`src/rtl/maze_port_arbiter.sv`:
```
// Round-robin share of one maze RAM port among NUM_REQ solver engines; reads return one cycle after issue.
// Optional owner lock for atomic read-check-mark sequences: define MAZE_PORT_ARBITER_LOCK_EN.
module maze_port_arbiter #(
  parameter int MAZE_WIDTH = 6,
  parameter int NUM_REQ    = 2
) (
  input  logic                          clk,
  input  logic                          rst_n,
  input  logic [NUM_REQ-1:0]            req,
  input  logic [NUM_REQ-1:0]            req_we,
  input  logic [NUM_REQ*MAZE_WIDTH-1:0] req_row,
  input  logic [NUM_REQ*MAZE_WIDTH-1:0] req_col,
`ifdef MAZE_PORT_ARBITER_LOCK_EN
  input  logic [NUM_REQ-1:0]            req_lock,
`endif
  output logic [NUM_REQ-1:0]            gnt,
  output logic [NUM_REQ-1:0]            rd_valid,
  output logic                          rd_data,
  output logic [MAZE_WIDTH-1:0]         row,
  output logic [MAZE_WIDTH-1:0]         col,
  output logic                          maze_oe,
  output logic                          maze_we,
  input  logic                          maze_in
);

  localparam int IDXW = (NUM_REQ > 1) ? $clog2(NUM_REQ) : 1;

  logic [IDXW-1:0]       ptr;
  logic [IDXW-1:0]       iss_idx;
  logic                  tag_vld;
  logic [IDXW-1:0]       tag_idx;
  logic [NUM_REQ-1:0]    cand;
  logic                  win_any;
  logic [IDXW-1:0]       win_idx;
  logic [NUM_REQ-1:0]    win_oh;
  logic [MAZE_WIDTH-1:0] row_arr [NUM_REQ];
  logic [MAZE_WIDTH-1:0] col_arr [NUM_REQ];

  always_comb begin
    for (int i = 0; i < NUM_REQ; i++) begin
      row_arr[i] = req_row[i*MAZE_WIDTH +: MAZE_WIDTH];
      col_arr[i] = req_col[i*MAZE_WIDTH +: MAZE_WIDTH];
    end
  end

`ifdef MAZE_PORT_ARBITER_LOCK_EN
  localparam logic [0:0] ST_OPEN   = 1'b0;
  localparam logic [0:0] ST_LOCKED = 1'b1;

  logic [0:0]      lock_state;
  logic [IDXW-1:0] lock_owner;

  // While locked only the owner is visible to the search, so others are masked.
  always_comb begin
    cand = req;
    if (lock_state == ST_LOCKED) begin
      cand = '0;
      cand[lock_owner] = req[lock_owner];
    end
  end

  always_ff @(posedge clk or negedge rst_n) begin
    if (!rst_n) begin
      lock_state <= ST_OPEN;
      lock_owner <= '0;
    end else if (lock_state == ST_OPEN) begin
      if (win_any && req_lock[win_idx]) begin
        lock_state <= ST_LOCKED;
        lock_owner <= win_idx;
      end
    end else begin
      if (!req[lock_owner] || (win_any && !req_lock[win_idx])) begin
        lock_state <= ST_OPEN;
      end
    end
  end

  logic ptr_load;
  assign ptr_load = win_any && (lock_state == ST_OPEN);
`else
  assign cand = req;

  logic ptr_load;
  assign ptr_load = win_any;
`endif

  // First candidate strictly after the pointer, wrapping, so the last winner has lowest priority.
  always_comb begin
    logic [IDXW-1:0] idx;
    win_any = 1'b0;
    win_idx = '0;
    idx     = '0;
    for (int k = 1; k <= NUM_REQ; k++) begin
      idx = IDXW'((int'(ptr) + k) % NUM_REQ);
      if (!win_any && cand[idx]) begin
        win_any = 1'b1;
        win_idx = idx;
      end
    end
  end

  always_comb begin
    win_oh          = '0;
    win_oh[win_idx] = win_any;
  end

  always_ff @(posedge clk or negedge rst_n) begin
    if (!rst_n) begin
      gnt     <= '0;
      maze_oe <= 1'b0;
      maze_we <= 1'b0;
      row     <= '0;
      col     <= '0;
      iss_idx <= '0;
      ptr     <= IDXW'(NUM_REQ - 1);
    end else begin
      gnt     <= win_oh;
      maze_oe <= win_any & ~req_we[win_idx];
      maze_we <= win_any &  req_we[win_idx];
      if (win_any) begin
        row     <= row_arr[win_idx];
        col     <= col_arr[win_idx];
        iss_idx <= win_idx;
      end
      if (ptr_load) begin
        ptr <= win_idx;
      end
    end
  end

  // Read tag: remembers who owns the read currently at the memory, one cycle behind issue.
  always_ff @(posedge clk or negedge rst_n) begin
    if (!rst_n) begin
      tag_vld <= 1'b0;
      tag_idx <= '0;
    end else begin
      tag_vld <= maze_oe;
      tag_idx <= iss_idx;
    end
  end

  always_comb begin
    rd_valid = '0;
    if (tag_vld) begin
      rd_valid[tag_idx] = 1'b1;
    end
  end

  assign rd_data = maze_in;

endmodule

```
`config.mk`:
```
export PLATFORM = sky130hd
export DESIGN_NAME = maze_port_arbiter
export DESIGN_NICKNAME = d
export VERILOG_FILES = /design/src/rtl/maze_port_arbiter.sv
export SDC_FILE = /design/constraint.sdc
export NUM_CORES = 1
export LEC_CHECK = 0
export CAP_MARGIN = 40
export CORE_MARGIN = 4
export CORE_UTILIZATION = 42
export CTS_CLUSTER_DIAMETER = 100
export DETAILED_ROUTE_END_ITERATION = 10
export GPL_ROUTABILITY_DRIVEN = 1
export GPL_TIMING_DRIVEN = 0
export MAX_ROUTING_LAYER = met4
export PLACE_DENSITY_LB_ADDON = 0.08
export SYNTH_ARGS = -nofsm -noshare
export SYNTH_HDL_FRONTEND = slang
export SYNTH_SLANG_ARGS = --single-unit
```
`constraint.sdc`:
```
create_clock -name clk -period 3.1 [get_ports clk]
set_clock_uncertainty 0.05 [all_clocks]
set_input_delay 0.775 -clock clk [delete_from_list [all_inputs] [get_ports clk]]
set_output_delay 0.775 -clock clk [all_outputs]
set_load 0.02 [all_outputs]
```
# Yosys cells after proc, flatten, opt, wreduce, memory -nomap -nowiden
# Cells that the tools add are included.
[totals]
out_inout_bits = 19
inputBits = 31
ram_bits = 0
register_bits = 20
romBits = 0
latch_bits = 0
word_cells = 48
memories = 0
[op_classes]
n_mul = 0
n_div = 0
n_bitwise = 5
n_shift = 0
addsub = 2
mux = 21
magnitude_cmp = 7
reduce_logical = 4
eq_ne = 0
[ops]
columns = ["cell", "count"]
rows = [
  ["$mux 6", 6],
  ["$mux 1", 12],
  ["$lt 1x2->1 const B", 4],
  ["$logic_and 1x1->1", 3],
  ["$add 1x1->1 const B", 2],
  ["$and 1x1->1", 2],
  ["$and 2x2->2", 1],
  ["$demux 1 s1", 2],
  ["$ge 1x1->1 const B", 2],
  ["$ge 2x2->1 const B", 1],
  ["$mux 2", 1],
  ["$not 1->2", 1],
  ["$logic_not 1->1", 1],
  ["$not 1->1", 1],
]

# Longest topological paths before layout
# Gate-level depths: netlist of the first run.
[depth]
depth_word = 12
ltp_mapped = 5
depth_no_buf = 4

# Worst setup path after synthesis of the first run
# Ideal clock, no wire load.
[synth_path]
path_type = "input port to output port"
from = "input port maze_in"
to = "output port rd_data"
setup_slack_ns = 1.366
arrival_ns = 0.909
cell_stages = 1
path_buffers = 1
t_required_ns = 2.275
path_cell_list = "buf_4"
[synth_rtl]
columns = ["item", "line_no", "rtl"]
rows = [
  ["from (decl)", "23", "input logic maze_in"],
  ["to (decl)", "18", "output logic rd_data,"],
]
# No word-level cell between the ends.

# Final worst setup path of the first run
[layout_path]
from = "input port maze_in"
to = "output port rd_data"
# No word-level cell between the ends.

==> results.toml, run 1 <==
[cts]
clk_path_buf_depth = 2
cts-htree-levels = 1
clkTransAtPathRegs_ps = 110
postCtsSetupBuffers = 0
cts.sinks = 20
cts-root-buf = "clkbuf_4"
cts_resized = 0
insertion_delay_ps = 300
cts_tree = "yes"
holdBufCountCts = 0
numCtsBuffers = 3

[floorplan]
io_pins = 50
initial_utilization_pct = 44.4
die-area_um2 = 3180
die_x_um = 56.4
die_h_um = 56.4
row_count = 17
core_area_um2 = 2210

[cells_and_area]
instances_no_fill = 170
diodes = 0
area_delta_synth_final_pct = 56.9
multiInputGateArea_um2 = 390
seqCellArea_um2 = 502
num-fill-cells = 178
drive_gt1_share_pct = 11.3
fin_nets = 174

[routing]
drc = 0
avgRoutedWirePerCell_um = 15.5
ant_nets = 0
drt_iter0_drc = 13
vias = 911
wl_um = 2630
drtPass1Iterations = 4
vias_per_cell = 5.36

[setup_path]
path_max_fanout = 1
cpLargestDelayFamily = "buffers and inverters"
cp_cell_sequence = "buf_4 > clkdlybuf4s50_1"
worstPathRequired_ps = 2270
cp.depth = 2
path_class = "in2out"
critPathBufInv = 2
r2r-end = "row[1]"
worst-r2r-cell-count = 4
start_kind = "primary input"
crit_arrival_ps = 1440
crit_start = "maze_in"
r2r-start = "ptr"
slowest_delay_ps = 590
critical_path.slowest_cell = "clkdlybuf4s50_1"
r2r_slack_ps = 1770
end_kind = "primary output"
crit_path_end = "rd_data"

[logic_synthesis]
yosys-top-cells-area = "dfrtp_1 (48%), mux2i_1 (12%), a31oi_1 (7.6%)"
synth_seq_cells = 20
synth_top_cell_by_area = "dfrtp_1"
syn-num-nets = 122
synth_cell_types = 21
syn_area_um2 = 982
yosys_warnings = 0
synth_top_area_share_pct = 48.4
syn_avg_cell_area_um2 = 10.8
yosysSeqAreaShare_pct = 51.1
syn_inst = 91

[min_path]
worstHoldPathCells = 0
hold_path_class = "reg2reg"
hp-start = "iss_idx"

[grt]
grt_pass1_wl_um = 4400
overflow = 0
grt_pass1_vias = 969
grt.total_usage_pct = 17.8
grt_start_max_net_pins = 13
grt_antenna_before_repair = 0

[timing]
max_freq_ghz = 0.442
setup_tns_ps = 0
rsz0062_at_grt = "no"
setup_ws_ps = 838
worst_pin_slew_ps = 490
final_max_slew_viol_count = 0
period_share_pct = 73.0
setup_viol = 0
hold_violations = 0
slew_headroom_pct = 67.2
fin_crit_ps = 2260

[placed_design]
place_inst = 166
dp_worst_setup_slack_ps = 835
place.gp.congestion = 0.755
io_buffers = 46
place_hpwl_um = 1930

[power_and_ir_drop]
vdd_drop_max_uv = 494
p_leak_nw = 0.709
powerDensity_nw_per_um2 = 488

[run]
drv_cap = 0

[run_status]
status = "finished, final reports clean"
[stage by stage]
| stage | power, mW | hold WS, ps | util [%] | area, um^2 |
|---|---|---|---|---|
| global route | 0.785 | 346 | 69.7 | 1540 |
| finish | 0.752 | 336 | 69.7 | 1540 |
| floorplan | 0.424 | 304 | - | 982 |
| detailed placement | 0.547 | 312 | 67.3 | 1490 |
| global placement | 0.540 | 310 | 66.8 | 1480 |
| CTS | 0.761 | 340 | 69.7 | 1540 |
[cells in the mapped netlist]
cell type / number
mux2i_1: 12
o21ai_2: 1
buf_6: 4
a21boi_0: 1
o21ai_0: 11
buf_4: 1
clkbuf_1: 1
and3_1: 12
dfrtp_1: 19
o21ai_1: 2
a32o_1: 1
clkbuf_2: 1
nand2_1: 1
inv_1: 5
nand2_2: 1
a31oi_1: 12
buf_2: 2
and2_1: 1
o22ai_1: 1
nor2b_1: 1
dfstp_2: 1
[power by group]
part | total [mW] | leakage (nW) | switching [mW] | internal, mW
clock network | 0.211 | 0.0279 | 0.0804 | 0.131
registers | 0.314 | 0.237 | 0.0188 | 0.295
logic | 0.227 | 0.443 | 0.107 | 0.120
total | 0.752 | 0.709 | 0.206 | 0.546
[layout make-up]
type                    instances  area share (%)
plain buffers                   9            4.63
clock buffers                   3            1.46
clock inverters                 1            1.95
inverters                       5            1.22
multi-input cells              57            25.3
flip-flops and latches         20            32.5
well taps                      28            2.27
repair buffers                 47            30.6
[logic make-up after synthesis]
kind of cell / after synthesis / share of synthesized area [%]
AOI/OAI and AO/OA: 29 / 17.6
DFF: 20 / 51.1
and+or+nand+nor: 16 / 9.94
buffers and inverters: 14 / 9.17
muxes: 12 / 12.2
[state kept, by name, indices dropped and copies added, names as in the netlist]
signal / flops
row: 6
tag_idx: 1
maze_we: 1
iss_idx: 1
maze_oe: 1
gnt: 2
ptr: 1
col: 6
tag_vld: 1
[cell usage in the layout, fill, tap and decap left out]
master	n
a31oi_1	12
o22ai_1	1
buf_6	5
mux2i_1	12
nand2_1	1
nor2b_1	1
and3_1	12
dfrtp_1	19
dfstp_2	1
o21ai_2	1
a32o_1	1
inv_1	5
clkdlybuf4s50_1	46
and2_1	1
buf_4	1
clkbuf_4	3
o21ai_1	2
clkbuf_2	1
a21boi_0	1
nand2_2	1
buf_2	2
clkbuf_1	1
o21ai_0	11
bufinv_16	1
[how the worst min path moves through the flow]
stage | end | slack, ps
4_1_cts | tag_idx | 340
3_5_place_dp | tag_idx | 310
3_3_place_gp | tag_vld | 310
5_1_grt | tag_idx | 350
2_1_floorplan | tag_idx | 300
6_report | tag_idx | 340
[worst register-to-register path, stage by stage, from the launching register on]
cell	delay, ps
dfstp_2	600
nand2_2	120
buf_6	160
a31oi_1	150
o21ai_0	110
[metal layers]
metal  up-vias  routed length, um  track usage (%)
met5         -                  0                -
met4         0                 12             3.05
met3         2                154             4.37
met2        36               1380             31.7
met1       439               1080             20.6
li1        434                  -                -
Note: power is estimated with default switching activity, not from simulation.
==> inputs of run 2 (changes only) <==
Settings changed: CORE_UTILIZATION 42 to 39.
Clock period 3.1 ns to 2.1 ns, I/O delays scaled along.
==> results.toml, run 2 (synthesis results as in run 1) <==
[power_and_ir_drop]
powerDensity_nw_per_um2 = 666
p_total_mw = 1.02
vdd_drop_max_uv = 462
comb_power_share_pct = 33.0
p_leak_nw = 0.703
power.internal_mw = 0.719
p_sw_mw = 0.299
power_frac_seq_pct = 45.3
clkPwrFrac_pct = 21.6
swShare_pct = 29.4

[cells_and_area]
area_delta_synth_final_pct = 55.7
top_regs = "col: 6 flops, row: 6 flops, gnt: 2 flops"
drive_gt1_share_pct = 11.3
num-fill-cells = 203
multiInputGateArea_um2 = 390
final_cell_mix = "clkdlybuf4s50_1 (46), dfrtp_1 (19), mux2i_1 (12), and3_1 (12), a31oi_1 (12)"
fin_util_pct = 66.6
final_common_cell = "clkdlybuf4s50_1"
fin_nets = 174
diodes = 0
seqCellArea_um2 = 502

[cts]
cts-root-buf = "clkbuf_4"
clk_path_buf_depth = 2
insertion_delay_ps = 300
postCtsSetupBuffers = 0
cts-htree-levels = 1
numCtsBuffers = 3
holdBufCountCts = 0
cts_tree = "yes"
clkTransAtPathRegs_ps = 110
cts_resized = 0
cts.sinks = 20

[routing]
wl_um = 2600
drtPass1Iterations = 4
drt_iter0_drc = 15
vias = 897
drc = 0
vias_per_cell = 5.28
avgRoutedWirePerCell_um = 15.3
ant_nets = 0

[timing]
worst_pin_slew_ps = 416
hold_violations = 0
rsz0062_at_grt = "no"
setup_tns_ps = 0
period_share_pct = 93.5
setup_viol = 0
setup_ws_ps = 137
max_freq_ghz = 0.509
final_max_slew_viol_count = 0
fin_crit_ps = 1960
slew_headroom_pct = 72.3

[floorplan]
die_h_um = 58.2
initial_utilization_pct = 42.8
io_pins = 50
row_count = 17
die_x_um = 58.2
die-area_um2 = 3390
core_area_um2 = 2300

[grt]
grt_pass1_wl_um = 4260
grt_start_max_net_pins = 15
grt.total_usage_pct = 16.4
grt_antenna_before_repair = 0
overflow = 0
grt_pass1_vias = 984

[setup_path]
path_class = "reg2out"
crit_arrival_ps = 1390
start_kind = "register"
end_kind = "primary output"
path_max_fanout = 2
r2r_slack_ps = 770
cpLargestDelayFamily = "buffers and inverters"
r2r-end = "col[3]"
cp_cell_sequence = "nor2b_1 > clkdlybuf4s50_1"
critical_path.slowest_cell = "clkdlybuf4s50_1"
slowest_delay_ps = 600
critPathBufInv = 1
crit_start = "tag_idx"
r2r-start = "ptr"
worst-r2r-cell-count = 4
worstPathRequired_ps = 1520

[placed_design]
io_buffers = 46
dp_worst_setup_slack_ps = 335
place_hpwl_um = 2000
place.gp.congestion = 0.779

[min_path]
worstHoldPathCells = 0
hp-start = "maze_oe"
hold_path_class = "reg2reg"
whs_endpoint = "tag_vld"

[run_status]
status = "finished, final reports clean"

[run]
drv_cap = 0
run 2: cell count changes in the layout (fill, tap and decap cells not counted), sizes merged:
cell,delta
bufinv,-1
clkbuf,+1
run 2: per-stage QoR:
stage / area [um^2] / instances / hold WS (ps)
finish: 1530 / 170 / 335
global route: 1530 / 170 / 351
CTS: 1530 / 170 / 338
detailed placement: 1490 / 166 / 313
global placement: 1480 / 165 / 308
floorplan: 982 / 91 / 179
run 2: per-layer routing:
layer	global-route usage (%)	part of all wire, %
met1	19.4	42
met2	28.1	49
met3	3.34	8.5
met4	4.97	0.38
met5	-	0
run 2: layout make-up:
class                           instances  share of cell area [%]
Sequential cell                        20                    32.8
Timing Repair Buffer                   47                    31.1
Tap cell                               28                    2.29
Multi-Input combinational cell         57                    25.5
Buffer                                  9                    4.66
Clock buffer                            4                    2.37
Inverter                                5                    1.23
run 2: worst max path at each step:
stage                        endpoint  slack [ps]  cells past startpoint
after floorplan                col[4]         810                      5
after global placement        rd_data         330                      2
after detailed placement      rd_data         340                      2
after CTS                 rd_valid[0]         130                      2
after global routing      rd_valid[0]          70                      2
final                     rd_valid[0]         140                      2
run 2: power by group through the flow:
| stage | Clock (mW) | Combinational (mW) | Sequential, mW |
|---|---|---|---|
| 2_1_floorplan | 0 | 0.110 | 0.516 |
| 3_3_place_gp | 0 | 0.329 | 0.468 |
| 3_5_place_dp | 0 | 0.340 | 0.469 |
| 4_1_cts | 0.225 | 0.341 | 0.462 |
| 5_1_grt | 0.237 | 0.362 | 0.469 |
| 6_report | 0.220 | 0.336 | 0.462 |
run 2: worst reg2reg max path, cell delays in order (launching register included):
cell     delay (ps)
dfstp_2         610
nand2_2         120
buf_6           160
a31oi_1         190
o21ai_1          90
